==> src/rtl/nco_pkg.sv <==
// Shared constants, enums and note increments for the NCO voice generator
// and its upstream tone calculator.
package nco_pkg;

  localparam int INC_W      = 32;
  localparam int IDX_W      = 5;
  localparam int SAMPLE_W   = 16;
  localparam int GAIN_W     = 6;
  localparam int GAIN_MAX   = 32;
  localparam int GAIN_SHIFT = $clog2(GAIN_MAX);
  localparam int PROD_W     = SAMPLE_W + GAIN_W + 1;

  localparam logic [GAIN_W-1:0] GAIN_FULL = GAIN_W'(GAIN_MAX);
  localparam logic [GAIN_W-1:0] GAIN_ONE  = GAIN_W'(1);

  typedef enum logic [1:0] {
    WAVE_SQUARE,
    WAVE_SAW,
    WAVE_TRI,
    WAVE_SINE
  } wave_sel_e;

  typedef enum logic [1:0] {
    IDLE,
    ATTACK,
    SUSTAIN,
    RELEASE
  } voice_state_e;

  // Q5.27 increments at 48 kHz with a 32-entry table.
  localparam logic [INC_W-1:0] NOTE_A4_INC = 32'h0258_BF00;
  localparam logic [INC_W-1:0] NOTE_A5_INC = 32'h04B1_7E00;

  // First quadrant (k = 0..8) of round(32767*sin(2*pi*k/32)); the rest is mirrored.
  function automatic logic signed [SAMPLE_W-1:0] sine_lookup(input logic [IDX_W-1:0] k);
    logic [3:0]                 m;
    logic signed [SAMPLE_W-1:0] q;
    m = k[3] ? 4'(5'd16 - {1'b0, k[3:0]}) : k[3:0];
    case (m)
      4'd0:    q = 16'sd0;
      4'd1:    q = 16'sd6393;
      4'd2:    q = 16'sd12539;
      4'd3:    q = 16'sd18204;
      4'd4:    q = 16'sd23170;
      4'd5:    q = 16'sd27245;
      4'd6:    q = 16'sd30273;
      4'd7:    q = 16'sd32137;
      default: q = 16'sd32767;
    endcase
    return k[4] ? -q : q;
  endfunction

endpackage

==> src/rtl/nco_wave_rom.sv <==
// Combinational 32-entry waveform lookup: (wave select, phase index) -> signed sample.
module nco_wave_rom
  import nco_pkg::*;
(
  input  wave_sel_e                  wave_sel_i,
  input  logic [IDX_W-1:0]           idx_i,
  output logic signed [SAMPLE_W-1:0] sample_o
);

  logic signed [31:0] k_s;
  assign k_s = $signed({{(32-IDX_W){1'b0}}, idx_i});

  // NOTE: every output of a combinational block gets a default first so no latch is inferred.
  always_comb begin
    sample_o = '0;
    unique case (wave_sel_i)
      WAVE_SQUARE: sample_o = idx_i[IDX_W-1] ? 16'sh8000 : 16'sh7FFF;
      WAVE_SAW:    sample_o = SAMPLE_W'(-32768 + 2048 * k_s);
      WAVE_TRI:    sample_o = idx_i[IDX_W-1] ? SAMPLE_W'(32767 - 4096 * (k_s - 16))
                                             : SAMPLE_W'(-32768 + 4096 * k_s);
      WAVE_SINE:   sample_o = sine_lookup(idx_i);
    endcase
  end

endmodule

==> src/rtl/nco_voice_generator.sv <==
// Phase-accumulator voice: advances on each sample tick, looks up a waveform and
// applies a linear attack/release gain ramp; one sample_valid per tick, 2 cycles later.
module nco_voice_generator
  import nco_pkg::*;
(
  input  logic                       clk,
  input  logic                       rst,
  input  logic                       sample_tick,
  input  logic [INC_W-1:0]           nco_increment_value,
  input  logic                       nco_mute,
  input  logic [1:0]                 wave_sel,
  output logic signed [SAMPLE_W-1:0] sample_data,
  output logic                       sample_valid,
  output logic                       voice_active
);

  logic [INC_W-1:0]  acc_q, acc_d;
  logic [GAIN_W-1:0] gain_q, gain_d;
  voice_state_e      state_q, state_d;
  logic [IDX_W-1:0]  idx_q;
  wave_sel_e         wave_q;
  logic              s1_valid_q;

  logic [GAIN_W-1:0] gain_up, gain_down;
  assign gain_up   = (gain_q >= GAIN_FULL) ? GAIN_FULL : gain_q + GAIN_ONE;
  assign gain_down = (gain_q == '0) ? '0 : gain_q - GAIN_ONE;

  always_comb begin
    acc_d   = acc_q + nco_increment_value;
    gain_d  = gain_q;
    state_d = state_q;
    unique case (state_q)
      IDLE: begin
        if (!nco_mute) begin
          state_d = ATTACK;
          gain_d  = GAIN_ONE;
        end else begin
          acc_d  = '0;
          gain_d = '0;
        end
      end
      ATTACK: begin
        if (nco_mute) begin
          state_d = RELEASE;
          gain_d  = gain_down;
        end else begin
          gain_d = gain_up;
          if (gain_up == GAIN_FULL) state_d = SUSTAIN;
        end
      end
      SUSTAIN: begin
        if (nco_mute) begin
          state_d = RELEASE;
          gain_d  = GAIN_FULL - GAIN_ONE;
        end
      end
      RELEASE: begin
        if (!nco_mute) begin
          state_d = ATTACK;
          gain_d  = gain_up;
        end else begin
          gain_d = gain_down;
          if (gain_down == '0) begin
            state_d = IDLE;
            acc_d   = '0;
          end
        end
      end
    endcase
  end

  // NOTE: registered state uses non-blocking assignments so every flop samples pre-edge values.
  always_ff @(posedge clk or negedge rst) begin
    if (!rst) begin
      acc_q      <= '0;
      gain_q     <= '0;
      state_q    <= IDLE;
      idx_q      <= '0;
      wave_q     <= WAVE_SQUARE;
      s1_valid_q <= 1'b0;
    end else begin
      s1_valid_q <= sample_tick;
      if (sample_tick) begin
        acc_q   <= acc_d;
        gain_q  <= gain_d;
        state_q <= state_d;
        idx_q   <= acc_d[INC_W-1 -: IDX_W];
        wave_q  <= wave_sel_e'(wave_sel);
      end
    end
  end

  logic signed [SAMPLE_W-1:0] rom_sample;

  nco_wave_rom u_wave_rom (
    .wave_sel_i (wave_q),
    .idx_i      (idx_q),
    .sample_o   (rom_sample)
  );

  // Gain is unsigned, so it gets a zero sign bit before the signed multiply.
  logic signed [PROD_W-1:0] prod;
  assign prod = PROD_W'(rom_sample) * PROD_W'($signed({1'b0, gain_q}));

  always_ff @(posedge clk or negedge rst) begin
    if (!rst) begin
      sample_data  <= '0;
      sample_valid <= 1'b0;
    end else begin
      sample_valid <= s1_valid_q;
      if (s1_valid_q) sample_data <= SAMPLE_W'(prod >>> GAIN_SHIFT);
    end
  end

  assign voice_active = (state_q != IDLE);

endmodule

==> config.mk <==
export PLATFORM = sky130hd
export DESIGN_NAME = nco_voice_generator
export DESIGN_NICKNAME = d
export VERILOG_FILES = /design/src/rtl/nco_pkg.sv /design/src/rtl/nco_wave_rom.sv /design/src/rtl/nco_voice_generator.sv
export SDC_FILE = /design/constraint.sdc
export NUM_CORES = 1
export LEC_CHECK = 0
export BUFFER_PORTS_ARGS = -buffer_cell sky130_fd_sc_hd__buf_2
export CORE_ASPECT_RATIO = 1.4
export CORE_UTILIZATION = 45
export CTS_CLUSTER_DIAMETER = 200
export CTS_CLUSTER_SIZE = 12
export DETAILED_ROUTE_END_ITERATION = 16
export REMOVE_ABC_BUFFERS = 1
export SETUP_SLACK_MARGIN = 0.2
export SYNTH_ARGS = -nofsm -noshare
export SYNTH_HDL_FRONTEND = slang
export SYNTH_SLANG_ARGS = --single-unit
==> constraint.sdc <==
create_clock -name clk -period 9.9 [get_ports clk]
set_input_delay 0 -clock clk [delete_from_list [all_inputs] [get_ports clk]]
set_output_delay 0 -clock clk [all_outputs]
set_load 0.05 [all_outputs]
==> results_tabular.tex, run 1 <==
\begin{tabular}{lr}
\hline
Metric & Value \\
\hline
\multicolumn{2}{l}{\textbf{Die}} \\
Die outline area & 19000 sq um \\
Starting utilization of the core area & 0.461 \\
Number of top-level pins & 56 \\
Vert. Die Dim & 163 um \\
Width of the chip & 117 um \\
Floorplan row count & 58 \\
Core area & 18000 sq um \\
\multicolumn{2}{l}{\textbf{Critical path}} \\
Sort of element at the end of the critical path & flip-flop \\
Slowest library cell on the worst path & sky130\_fd\_sc\_hd\_\_dfrtp\_1 \\
Highest cell delay on the worst timing path & 770 ps \\
Critical path data arrival time & 8920 ps \\
Launching element type of the critical path & flip-flop \\
Top fanout value on the critical path & 18 \\
Required time worst endpoint & 10170 ps \\
Classification of the worst setup path & reg -> reg \\
\multicolumn{2}{l}{\textbf{Synth}} \\
Sequential area share after synthesis & 0.181 \\
Library cell with the largest summed area after synthesis & sky130\_fd\_sc\_hd\_\_dfrtp\_1 \\
Top cell types by occurrence after synthesis & 112 x sky130\_fd\_sc\_hd\_\_inv\_1, 83 x sky130\_fd\_sc\_hd\_\_ha\_1, 71 x sky130\_fd\_sc\_hd\_\_nand2\_1 \\
Most numerous cell in the Yosys netlist & sky130\_fd\_sc\_hd\_\_inv\_1 \\
Area fraction of the dominant cell type after synthesis & 0.181 \\
Synthesized area per cell & 8.69 sq um \\
Netlist area before placement & 8290 sq um \\
Share of flip-flops with an asynchronous set or reset after synthesis & 1.00 \\
Instance count of the mapped netlist & 954 \\
Leading post-synthesis cells by cell area & sky130\_fd\_sc\_hd\_\_dfrtp\_1 18\%, sky130\_fd\_sc\_hd\_\_fa\_1 15\%, sky130\_fd\_sc\_hd\_\_ha\_1 13\%, sky130\_fd\_sc\_hd\_\_inv\_1 5.1\%, sky130\_fd\_sc\_hd\_\_xnor2\_1 4.3\% \\
Post-synthesis sequential element count & 60 \\
Warnings from Yosys & 0 \\
Number of library cell types mapped by synthesis & 84 \\
Top FF cell, synth & sky130\_fd\_sc\_hd\_\_dfrtp\_1 \\
Number of enable flip-flop cells after synthesis & 0 \\
\multicolumn{2}{l}{\textbf{Clock network}} \\
Max Buffers Root-to-Sink & 2 \\
CTS tree & done \\
Postcts setup bufs & 0 \\
Source-to-sink clock delay at the later pin of the worst-skew pair & 350 ps \\
Number of clock sinks & 60 \\
Total CTS buffers & 9 \\
Clk root buf & sky130\_fd\_sc\_hd\_\_clkbuf\_16 \\
Clock-pin slew on the worst setup and hold paths & 60 ps \\
Clock H-tree levels & 3 \\
\multicolumn{2}{l}{\textbf{STA}} \\
RSZ-0062 raised after global routing & no \\
Max Freq & 116 MHz \\
Post-layout minimum cycle time & 8650 ps \\
Slew headroom & 0.272 \\
Clock tree skew after final layout & 6.93 ps \\
Final Hold Violating Endpoints & 0 \\
Part of the cycle the worst path needs & 0.874 \\
Max-slew violation count & 0 \\
Slew @ Worst Pin & 1090 ps \\
Setup violators final & 0 \\
Fin Setup TNS & 0 ps \\
\multicolumn{2}{l}{\textbf{Drt}} \\
Initial detailed-routing violation count & 288 \\
Number of nets still failing antenna checks after routing & 0 \\
DRC violation count after routing & 0 \\
1st-pass router iterations & 4 \\
Average wire per cell in the routed design & 15.4 um \\
Drt via density & 5.44 \\
Vias post-DR & 6757 \\
Post-detailed-routing wire length & 19100 um \\
\multicolumn{2}{l}{\textbf{Layout}} \\
Number of standard cells in the final layout excluding fillers & 1241 \\
FF/Latch Area & 1500 sq um \\
Antenna fix cells & 0 \\
Synth-to-layout area growth & 10.3\% \\
Fillers & 1783 \\
Area of the multi-input gates & 6190 sq um \\
Ratio of cells with drive above 1 in the final layout & 0.119 \\
Nets & 1179 \\
\multicolumn{2}{l}{\textbf{Run}} \\
Max-cap viol count & 0 \\
\multicolumn{2}{l}{\textbf{Global route}} \\
Wire length of the first global-routing pass & 32900 um \\
Largest net degree at the start of global routing & 61 \\
Number of antenna violations at the first check in global routing & 0 \\
Via count of the first global-routing pass & 6939 \\
Residual overflow from global routing & 0 \\
Total Routing Usage GR & 0.219 \\
\multicolumn{2}{l}{\textbf{Worst hold path}} \\
Path category of the worst min-delay check & in -> reg \\
\multicolumn{2}{l}{\textbf{Placement}} \\
Cell count after placement & 1218 \\
Final RePlAce weighted congestion & 0.842 \\
HPWL Detailed & 14700 um \\
Number of input and output port buffers inserted & 55 \\
\multicolumn{2}{l}{\textbf{Outcome}} \\
Run status & complete, no violations \\
\hline
\end{tabular}
==> area by class of cell <==
type	instances	share of cell area
inverters	114	0.0468
repair buffers	69	0.0435
flip-flops and latches	60	0.164
clock inverters	5	0.00917
clock buffers	11	0.0265
multi-input cells	742	0.677
well taps	240	0.0328
==> critical path: cells and delay by family (launching register included) <==
| family | cells | cell delay [ps] |
|---|---|---|
| compound gates | 14 | 2890 |
| flops | 1 | 770 |
| fa+ha+maj | 8 | 3350 |
| mux | 2 | 470 |
| xor+xnor | 1 | 220 |
| buf+inv | 4 | 450 |
| simple gates | 2 | 430 |
==> repair_timing <==
| item | in CTS | in global routing |
|---|---|---|
| hold endpoints to repair | 66 | 0 |
| gates resized for setup | 0 | 0 |
| hold buffers | 7 | 0 |
==> cells in the final DEF (no fill, tap or decap), types with 9 or more instances in the layout <==
master / netlist / final
sky130_fd_sc_hd__nand2b_1: 12 / 12
sky130_fd_sc_hd__nor3_1: 11 / 11
sky130_fd_sc_hd__nand3_1: 19 / 19
sky130_fd_sc_hd__buf_2: 3 / 55
sky130_fd_sc_hd__dfrtp_1: 60 / 60
sky130_fd_sc_hd__a21o_1: 21 / 21
sky130_fd_sc_hd__ha_1: 83 / 83
sky130_fd_sc_hd__nand2_1: 71 / 71
sky130_fd_sc_hd__xor2_1: 15 / 15
sky130_fd_sc_hd__fa_1: 62 / 62
sky130_fd_sc_hd__nor2_1: 68 / 68
sky130_fd_sc_hd__inv_1: 112 / 112
sky130_fd_sc_hd__nor2b_1: 13 / 13
sky130_fd_sc_hd__clkbuf_16: 0 / 9
sky130_fd_sc_hd__and2_1: 38 / 38
sky130_fd_sc_hd__a21oi_1: 63 / 62
sky130_fd_sc_hd__a22o_1: 31 / 31
sky130_fd_sc_hd__mux2_2: 15 / 15
sky130_fd_sc_hd__o21ai_0: 47 / 47
sky130_fd_sc_hd__xnor2_1: 41 / 41
==> metrics by stage <==
stage                     instance area [sq um]   util  setup slack (ps)  hold slack (ps)
after floorplan                            8120      -              2150             -296
after global placement                     8750  0.486              1470              214
after detailed placement                   8750  0.486              1240              219
after CTS                                  9150  0.508              1220             76.8
after global routing                       9150  0.508               524              108
final                                      9150  0.508              1250             80.9
==> kinds of logic (layout without fill, tap and decap cells) <==
| group | after synthesis | after routing | synth area share |
|---|---|---|---|
| compound gates | 258 | 258 | 0.226 |
| xor+xnor | 57 | 57 | 0.0619 |
| fa+ha+maj | 145 | 145 | 0.275 |
| buf+inv | 152 | 199 | 0.0724 |
| flops | 60 | 60 | 0.181 |
| mux | 21 | 21 | 0.0276 |
| simple gates | 261 | 261 | 0.156 |
==> metal layers <==
layer	part of all wire	global-route usage	up-vias	wire [um]
met1	0.43	0.258	3233	8140
li1	-	-	3368	-
met3	0.032	0.0298	27	619
met5	0	0	-	0
met2	0.51	0.397	129	9780
met4	0.027	0.0834	0	509
==> state kept, by name, summed over array words and instances (netlist names) <==
register	count
s1_valid_q	1
sample_data	16
wave_q	2
gain_q	6
acc_q	32
state_q	2
sample_valid	1
==> final timing paths <==
check	from	endpoint	slack, ps	cells after the start
min reg2reg	sample_data[11]	sample_data[11]	480	2
max reg2reg	acc_q[27]	sample_data[15]	1250	31
max in group asynchronous	rst	acc_q[2]	8950	3
min	nco_mute	gain_q[0]	80	4
max	acc_q[27]	sample_data[15]	1250	31
min in group asynchronous	rst	sample_data[0]	390	3
Power of run 1 is not shown: default switching activity piles up to over one toggle a cycle in this logic, so the estimate is an artifact.
==> inputs of run 2 (changes only) <==
--- a/config.mk
+++ b/config.mk
@@ -7,10 +7,11 @@
 export LEC_CHECK = 0
 export BUFFER_PORTS_ARGS = -buffer_cell sky130_fd_sc_hd__buf_2
 export CORE_ASPECT_RATIO = 1.4
-export CORE_UTILIZATION = 45
+export CORE_UTILIZATION = 27
 export CTS_CLUSTER_DIAMETER = 200
 export CTS_CLUSTER_SIZE = 12
 export DETAILED_ROUTE_END_ITERATION = 16
+export PLACE_DENSITY_LB_ADDON = 0.3
 export REMOVE_ABC_BUFFERS = 1
 export SETUP_SLACK_MARGIN = 0.2
 export SYNTH_ARGS = -nofsm -noshare
==> run 2 against run 1 <==
Register-to-register slack worse by 20 ps. First-iteration DRC count down 17%. Design area increased by 1.7%. Clock skew rose by 8.3 ps. Critical path depth is the same. Flip-flop and latch count is the same. Die area rose by 66%. Setup slack got worse by 22 ps. Critical path type unchanged.
==> results_tabular.tex, run 2 (synthesis gave the netlist of run 1 again) <==
\begin{tabular}{lr}
\hline
Metric & Value \\
\hline
\multicolumn{2}{l}{\textbf{Layout}} \\
Register bank with the most flops & acc\_q \\
Antenna fix cells & 0 (unchanged) \\
Area of the multi-input gates & 6200 sq um (+0.12\%) \\
FF/Latch Area & 1500 sq um (unchanged) \\
Leading registers by flop count & acc\_q x32, sample\_data x16, gain\_q x6 \\
Max reg flops & 32 (unchanged) \\
Highest-count cells in the layout ignoring fill and taps & 112 x sky130\_fd\_sc\_hd\_\_inv\_1, 83 x sky130\_fd\_sc\_hd\_\_ha\_1, 71 x sky130\_fd\_sc\_hd\_\_nand2\_1 \\
Ratio of cells with drive above 1 in the final layout & 0.120 (+0.00112) \\
Nets & 1178 (-0.085\%) \\
Post-route design area & 9300 sq um (+1.7\%) \\
Most common cell after layout, fill and taps aside & sky130\_fd\_sc\_hd\_\_inv\_1 \\
Synth-to-layout area growth & 12.2\% \\
Fillers & 3170 (+78\%) \\
\multicolumn{2}{l}{\textbf{Die}} \\
Floorplan row count & 75 (+29\%) \\
Starting utilization of the core area & 0.275 (-0.185) \\
Die outline area & 31400 sq um (+66\%) \\
Width of the chip & 150 um (+29\%) \\
Number of top-level pins & 56 (unchanged) \\
Vert. Die Dim & 209 um (+29\%) \\
Core area & 30100 sq um (+67\%) \\
\multicolumn{2}{l}{\textbf{Clock network}} \\
Postcts setup bufs & 0 (unchanged) \\
Number of clock sinks & 60 (unchanged) \\
Total CTS buffers & 9 (unchanged) \\
Clk root buf & sky130\_fd\_sc\_hd\_\_clkbuf\_16 \\
Clock H-tree levels & 3 (unchanged) \\
Max Buffers Root-to-Sink & 2 (unchanged) \\
Post\_cts resized & 0 (unchanged) \\
CTS tree & done \\
Source-to-sink clock delay at the later pin of the worst-skew pair & 350 ps (about the same) \\
Clock-pin slew on the worst setup and hold paths & 60 ps (about the same) \\
Count of hold buffers inserted by post-cts repair & 6 (-1) \\
\multicolumn{2}{l}{\textbf{Global route}} \\
Wire length of the first global-routing pass & 34900 um (+6.3\%) \\
Number of antenna violations at the first check in global routing & 1 (+1) \\
Via count of the first global-routing pass & 7142 (+2.9\%) \\
Largest net degree at the start of global routing & 61 (unchanged) \\
Total Routing Usage GR & 0.138 (-0.0813) \\
Residual overflow from global routing & 0 (unchanged) \\
\multicolumn{2}{l}{\textbf{Critical path}} \\
Sort of element at the end of the critical path & flip-flop \\
Launching element type of the critical path & flip-flop \\
Highest cell delay on the worst timing path & 770 ps (about the same) \\
Critical path data arrival time & 8940 ps (+20 ps) \\
Classification of the worst setup path & reg -> reg \\
Logic depth of the worst register-to-register path & 31 (unchanged) \\
Slowest library cell on the worst path & sky130\_fd\_sc\_hd\_\_dfrtp\_1 \\
Top fanout value on the critical path & 18 (unchanged) \\
Required time worst endpoint & 10170 ps (about the same) \\
\multicolumn{2}{l}{\textbf{Drt}} \\
Average wire per cell in the routed design & 14.5 um (-5.4\%) \\
Met2 Routed Length & 10100 um (+2.8\%) \\
Drt via density & 4.86 (-11\%) \\
DRC violation count after routing & 0 (unchanged) \\
Highest metal layer with signal wires & met5 \\
Initial detailed-routing violation count & 238 (-17\%) \\
Vias post-DR & 6726 (-0.46\%) \\
Post-detailed-routing wire length & 20100 um (+5.6\%) \\
1st-pass router iterations & 4 (unchanged) \\
Routed length on met1 & 8930 um (+9.7\%) \\
Amount of wire on met3 after detailed routing & 772 um (+25\%) \\
Number of nets still failing antenna checks after routing & 0 (unchanged) \\
\multicolumn{2}{l}{\textbf{STA}} \\
Worst hold margin & 75.3 ps (-5.67 ps) \\
Slew @ Worst Pin & 942 ps (-148 ps) \\
Clock tree skew after final layout & 15.2 ps (+8.32 ps) \\
Slew headroom & 0.371 (+0.0984) \\
Post-layout minimum cycle time & 8670 ps (+22.0 ps) \\
Part of the cycle the worst path needs & 0.876 (+0.00223) \\
Max-slew violation count & 0 (unchanged) \\
Setup violators final & 0 (unchanged) \\
Fin Setup TNS & 0 ps (unchanged) \\
RSZ-0062 raised after global routing & no \\
Max Freq & 115 MHz (-0.25\%) \\
Final Hold Violating Endpoints & 0 (unchanged) \\
\multicolumn{2}{l}{\textbf{Placement}} \\
Number of input and output port buffers inserted & 55 (unchanged) \\
HPWL Detailed & 15400 um (+5.3\%) \\
Final RePlAce weighted congestion & 0.789 (-6.3\%) \\
Placed cell area & 8940 sq um (+2.2\%) \\
\multicolumn{2}{l}{\textbf{Worst hold path}} \\
Count of cells along the worst hold path & 3 (-1) \\
Path category of the worst min-delay check & in -> reg \\
\multicolumn{2}{l}{\textbf{Run}} \\
Max-cap viol count & 0 (unchanged) \\
\multicolumn{2}{l}{\textbf{Outcome}} \\
Run status & complete, no violations \\
\hline
\end{tabular}
==> run 2: cell types whose count changed in the layout (fill, tap and decap cells not counted), sizes merged <==
| cell | change |
|---|---|
| clkbuf | -2 |
| clkinv | +4 |
| dlygate4sd3 | -1 |
| bufinv | -1 |
| inv | +1 |
| clkinvlp | -2 |
==> run 2: final timing paths <==
kind	from	to	slack, ps
max reg2reg	acc_q[27]	sample_data[15]	1230
min in group asynchronous	rst	acc_q[6]	370
max	acc_q[27]	sample_data[15]	1230
min reg2reg	sample_data[11]	sample_data[11]	470
min	nco_increment_value[1]	acc_q[1]	80
max in group asynchronous	rst	sample_data[0]	8940
==> run 2: metal layers <==
metal	track usage	vias up
li1	-	3365
met2	0.246	104
met3	0.0220	26
met4	0.0446	2
met1	0.167	3229
met5	0	-
==> run 2: critical path: cells and delay by family, from the launching register on <==
kind                     cells  cell delay [ps]
AND/OR/NAND/NOR              2              430
flip-flops                   1              770
XOR/XNOR                     1              220
multiplexers                 2              470
AO/OA/AOI/OAI               14             2920
buffers and inverters        4              430
adder cells (fa/ha/maj)      8             3340
==> run 2: cell type report <==
class | instances | share of cell area
clock inverters | 7 | 0.00807
well taps | 385 | 0.0518
repair buffers | 68 | 0.0417
flip-flops and latches | 60 | 0.161
clock buffers | 9 | 0.0242
inverters | 114 | 0.0460
multi-input cells | 742 | 0.667
==> run 2: stage by stage <==
| step | setup WS, ps | std cells | utilization |
|---|---|---|---|
| finish | 1230 | 1385 | 0.309 |
| global route | 545 | 1385 | 0.309 |
| CTS | 1180 | 1385 | 0.309 |
| detailed placement | 1190 | 1363 | 0.297 |
| global placement | 1430 | 1363 | 0.297 |
| floorplan | 2150 | 916 | - |
Power of run 2 is left out for the same reason.
==> inputs of run 3 (changes only) <==
--- a/config.mk
+++ b/config.mk
@@ -11,9 +11,11 @@
 export CTS_CLUSTER_DIAMETER = 200
 export CTS_CLUSTER_SIZE = 12
 export DETAILED_ROUTE_END_ITERATION = 16
-export PLACE_DENSITY_LB_ADDON = 0.3
+export PLACE_DENSITY = 0.53
+export RECOVER_POWER = 25
 export REMOVE_ABC_BUFFERS = 1
 export SETUP_SLACK_MARGIN = 0.2
+export SLEW_MARGIN = 20
 export SYNTH_ARGS = -nofsm -noshare
 export SYNTH_HDL_FRONTEND = slang
 export SYNTH_SLANG_ARGS = --single-unit
==> run 3 against run 2 <==
The flow now finishes with violations (max-capacitance violations, max-slew violations). Fmax rose by 0.19%. Non-clock buffer count did not move. Utilization barely moved. Critical endpoint unchanged. Clock-buffer cell count rose by 3. First-iteration DRC count fell by 4.2%. Via count rose by 0.48%. Global-route usage fell by 0.23 points. Critical path type unchanged. Die area did not move. Largest cell class unchanged. Highest routed layer is now met4. Flip-flop and latch count did not move.
==> results_tabular.tex, run 3 (synthesis gave the netlist of run 1 again) <==
\begin{tabular}{lr}
\hline
Metric & Value \\
\hline
\multicolumn{2}{l}{\textbf{Outcome}} \\
Run status & finished, violations left \\
Failing checks & max-capacitance violations, max-slew violations \\
\multicolumn{2}{l}{\textbf{Critical path}} \\
Slowest library cell on the worst path & sky130\_fd\_sc\_hd\_\_dfrtp\_1 \\
Sort of element at the end of the critical path & flip-flop \\
Critical path data arrival time & 8920 ps (-20 ps) \\
Top fanout value on the critical path & 18 (unchanged) \\
Highest cell delay on the worst timing path & 780 ps (about the same) \\
Required time worst endpoint & 10170 ps (about the same) \\
Classification of the worst setup path & reg -> reg \\
Launching element type of the critical path & flip-flop \\
Logic depth of the worst register-to-register path & 31 (unchanged) \\
\multicolumn{2}{l}{\textbf{Drt}} \\
Average wire per cell in the routed design & 14.6 um (+0.28\%) \\
1st-pass router iterations & 4 (unchanged) \\
Drt via density & 4.88 (+0.48\%) \\
Post-detailed-routing wire length & 20200 um (+0.28\%) \\
Initial detailed-routing violation count & 228 (-4.2\%) \\
Number of nets still failing antenna checks after routing & 0 (unchanged) \\
Vias post-DR & 6758 (+0.48\%) \\
DRC violation count after routing & 0 (unchanged) \\
\multicolumn{2}{l}{\textbf{Layout}} \\
Highest-count cells in the layout ignoring fill and taps & 112 x sky130\_fd\_sc\_hd\_\_inv\_1, 83 x sky130\_fd\_sc\_hd\_\_ha\_1, 71 x sky130\_fd\_sc\_hd\_\_nand2\_1 \\
Fillers & 3189 (+0.60\%) \\
FF/Latch Area & 1500 sq um (unchanged) \\
Register bank with the most flops & acc\_q \\
Area of the multi-input gates & 6200 sq um (unchanged) \\
Max reg flops & 32 (unchanged) \\
End-of-flow core utilization & 0.309 (+0.000374) \\
Ratio of cells with drive above 1 in the final layout & 0.100 (-0.0199) \\
Leading registers by flop count & acc\_q x32, sample\_data x16, gain\_q x6 \\
Most common cell after layout, fill and taps aside & sky130\_fd\_sc\_hd\_\_inv\_1 \\
Nets & 1178 (unchanged) \\
Synth-to-layout area growth & 12.3\% \\
\multicolumn{2}{l}{\textbf{Global route}} \\
Via count of the first global-routing pass & 7123 (-0.27\%) \\
Largest net degree at the start of global routing & 61 (unchanged) \\
Number of antenna violations at the first check in global routing & 0 (-1) \\
Total Routing Usage GR & 0.136 (-0.00226) \\
Wire length of the first global-routing pass & 34400 um (-1.7\%) \\
Residual overflow from global routing & 0 (unchanged) \\
\multicolumn{2}{l}{\textbf{STA}} \\
RSZ-0062 raised after global routing & no \\
Max Freq & 116 MHz (+0.19\%) \\
Final Hold Violating Endpoints & 0 (unchanged) \\
Fin Setup TNS & 0 ps (unchanged) \\
Part of the cycle the worst path needs & 0.874 (-0.00166) \\
Clock tree skew after final layout & 9.20 ps (-6.04 ps) \\
Worst hold margin & 82.0 ps (+6.73 ps) \\
Max-slew violation count & 61 (+61) \\
Slew @ Worst Pin & 3670 ps (+2730 ps) \\
Post-layout minimum cycle time & 8650 ps (-16.4 ps) \\
Slew headroom & -1.44 (-1.82) \\
Setup violators final & 0 (unchanged) \\
\multicolumn{2}{l}{\textbf{Clock network}} \\
Clk root buf & sky130\_fd\_sc\_hd\_\_clkbuf\_16 \\
Postcts setup bufs & 0 (unchanged) \\
Clock H-tree levels & 3 (unchanged) \\
Max Buffers Root-to-Sink & 2 (unchanged) \\
Post\_cts resized & 0 (unchanged) \\
Number of clock sinks & 60 (unchanged) \\
CTS tree & done \\
Count of hold buffers inserted by post-cts repair & 6 (unchanged) \\
Total CTS buffers & 9 (unchanged) \\
Clock-pin slew on the worst setup and hold paths & 60 ps (about the same) \\
Source-to-sink clock delay at the later pin of the worst-skew pair & 340 ps (about the same) \\
\multicolumn{2}{l}{\textbf{Placement}} \\
HPWL Detailed & 15500 um (+0.65\%) \\
Final RePlAce weighted congestion & 0.808 (+2.4\%) \\
Number of input and output port buffers inserted & 55 (unchanged) \\
\multicolumn{2}{l}{\textbf{Die}} \\
Vert. Die Dim & 209 um (unchanged) \\
Core area & 30100 sq um (unchanged) \\
Floorplan row count & 75 (unchanged) \\
Die outline area & 31400 sq um (unchanged) \\
Starting utilization of the core area & 0.275 (unchanged) \\
Width of the chip & 150 um (unchanged) \\
Number of top-level pins & 56 (unchanged) \\
\multicolumn{2}{l}{\textbf{Worst hold path}} \\
Count of cells along the worst hold path & 3 (unchanged) \\
Path category of the worst min-delay check & in -> reg \\
\multicolumn{2}{l}{\textbf{Run}} \\
Max-cap viol count & 1 (+1) \\
\hline
\end{tabular}
-- run 3: path summary, 6_finish.rpt --
kind,start,endpoint,slack (ps)
max in group asynchronous,rst,sample_data[6],6280
min reg2reg,sample_data[11],sample_data[11],480
min,nco_increment_value[1],acc_q[1],80
min in group asynchronous,rst,acc_q[9],1540
max reg2reg,acc_q[27],sample_data[15],1250
max,acc_q[27],sample_data[15],1250
-- run 3: per-stage QoR --
| stage | instances | cell area [sq um] | worst slack (ps) |
|---|---|---|---|
| 2_1_floorplan | 916 | 8120 | 2150 |
| 3_3_place_gp | 1363 | 8940 | 1430 |
| 3_5_place_dp | 1363 | 8940 | 1120 |
| 4_1_cts | 1384 | 9330 | 1130 |
| 5_1_grt | 1384 | 9310 | 510 |
| 6_report | 1385 | 9310 | 1250 |
-- run 3: routing by layer --
| metal | track usage | vias to the layer above | wire, um |
|---|---|---|---|
| met5 | 0 | - | 0 |
| met4 | 0.0418 | 0 | 339 |
| met3 | 0.0246 | 25 | 699 |
| met2 | 0.245 | 91 | 10200 |
| met1 | 0.161 | 3271 | 8980 |
| li1 | - | 3371 | - |
-- run 3: cell type report --
type | count | area share
multi-input cells | 742 | 0.666
flip-flops and latches | 60 | 0.161
well taps | 385 | 0.0517
inverters | 114 | 0.0460
repair buffers | 68 | 0.0388
clock buffers | 12 | 0.0286
clock inverters | 3 | 0.00739
diodes | 1 | 0.000269
-- run 3: critical path, delay by kind of cell, from the launching register on --
family                   cells  cell delay [ps]
multiplexers                 2              470
AND/OR/NAND/NOR              2              430
AO/OA/AOI/OAI               14             2900
XOR/XNOR                     1              230
flip-flops                   1              780
buffers and inverters        4              430
adder cells (fa/ha/maj)      8             3340
Power of run 3 is left out for the same reason.
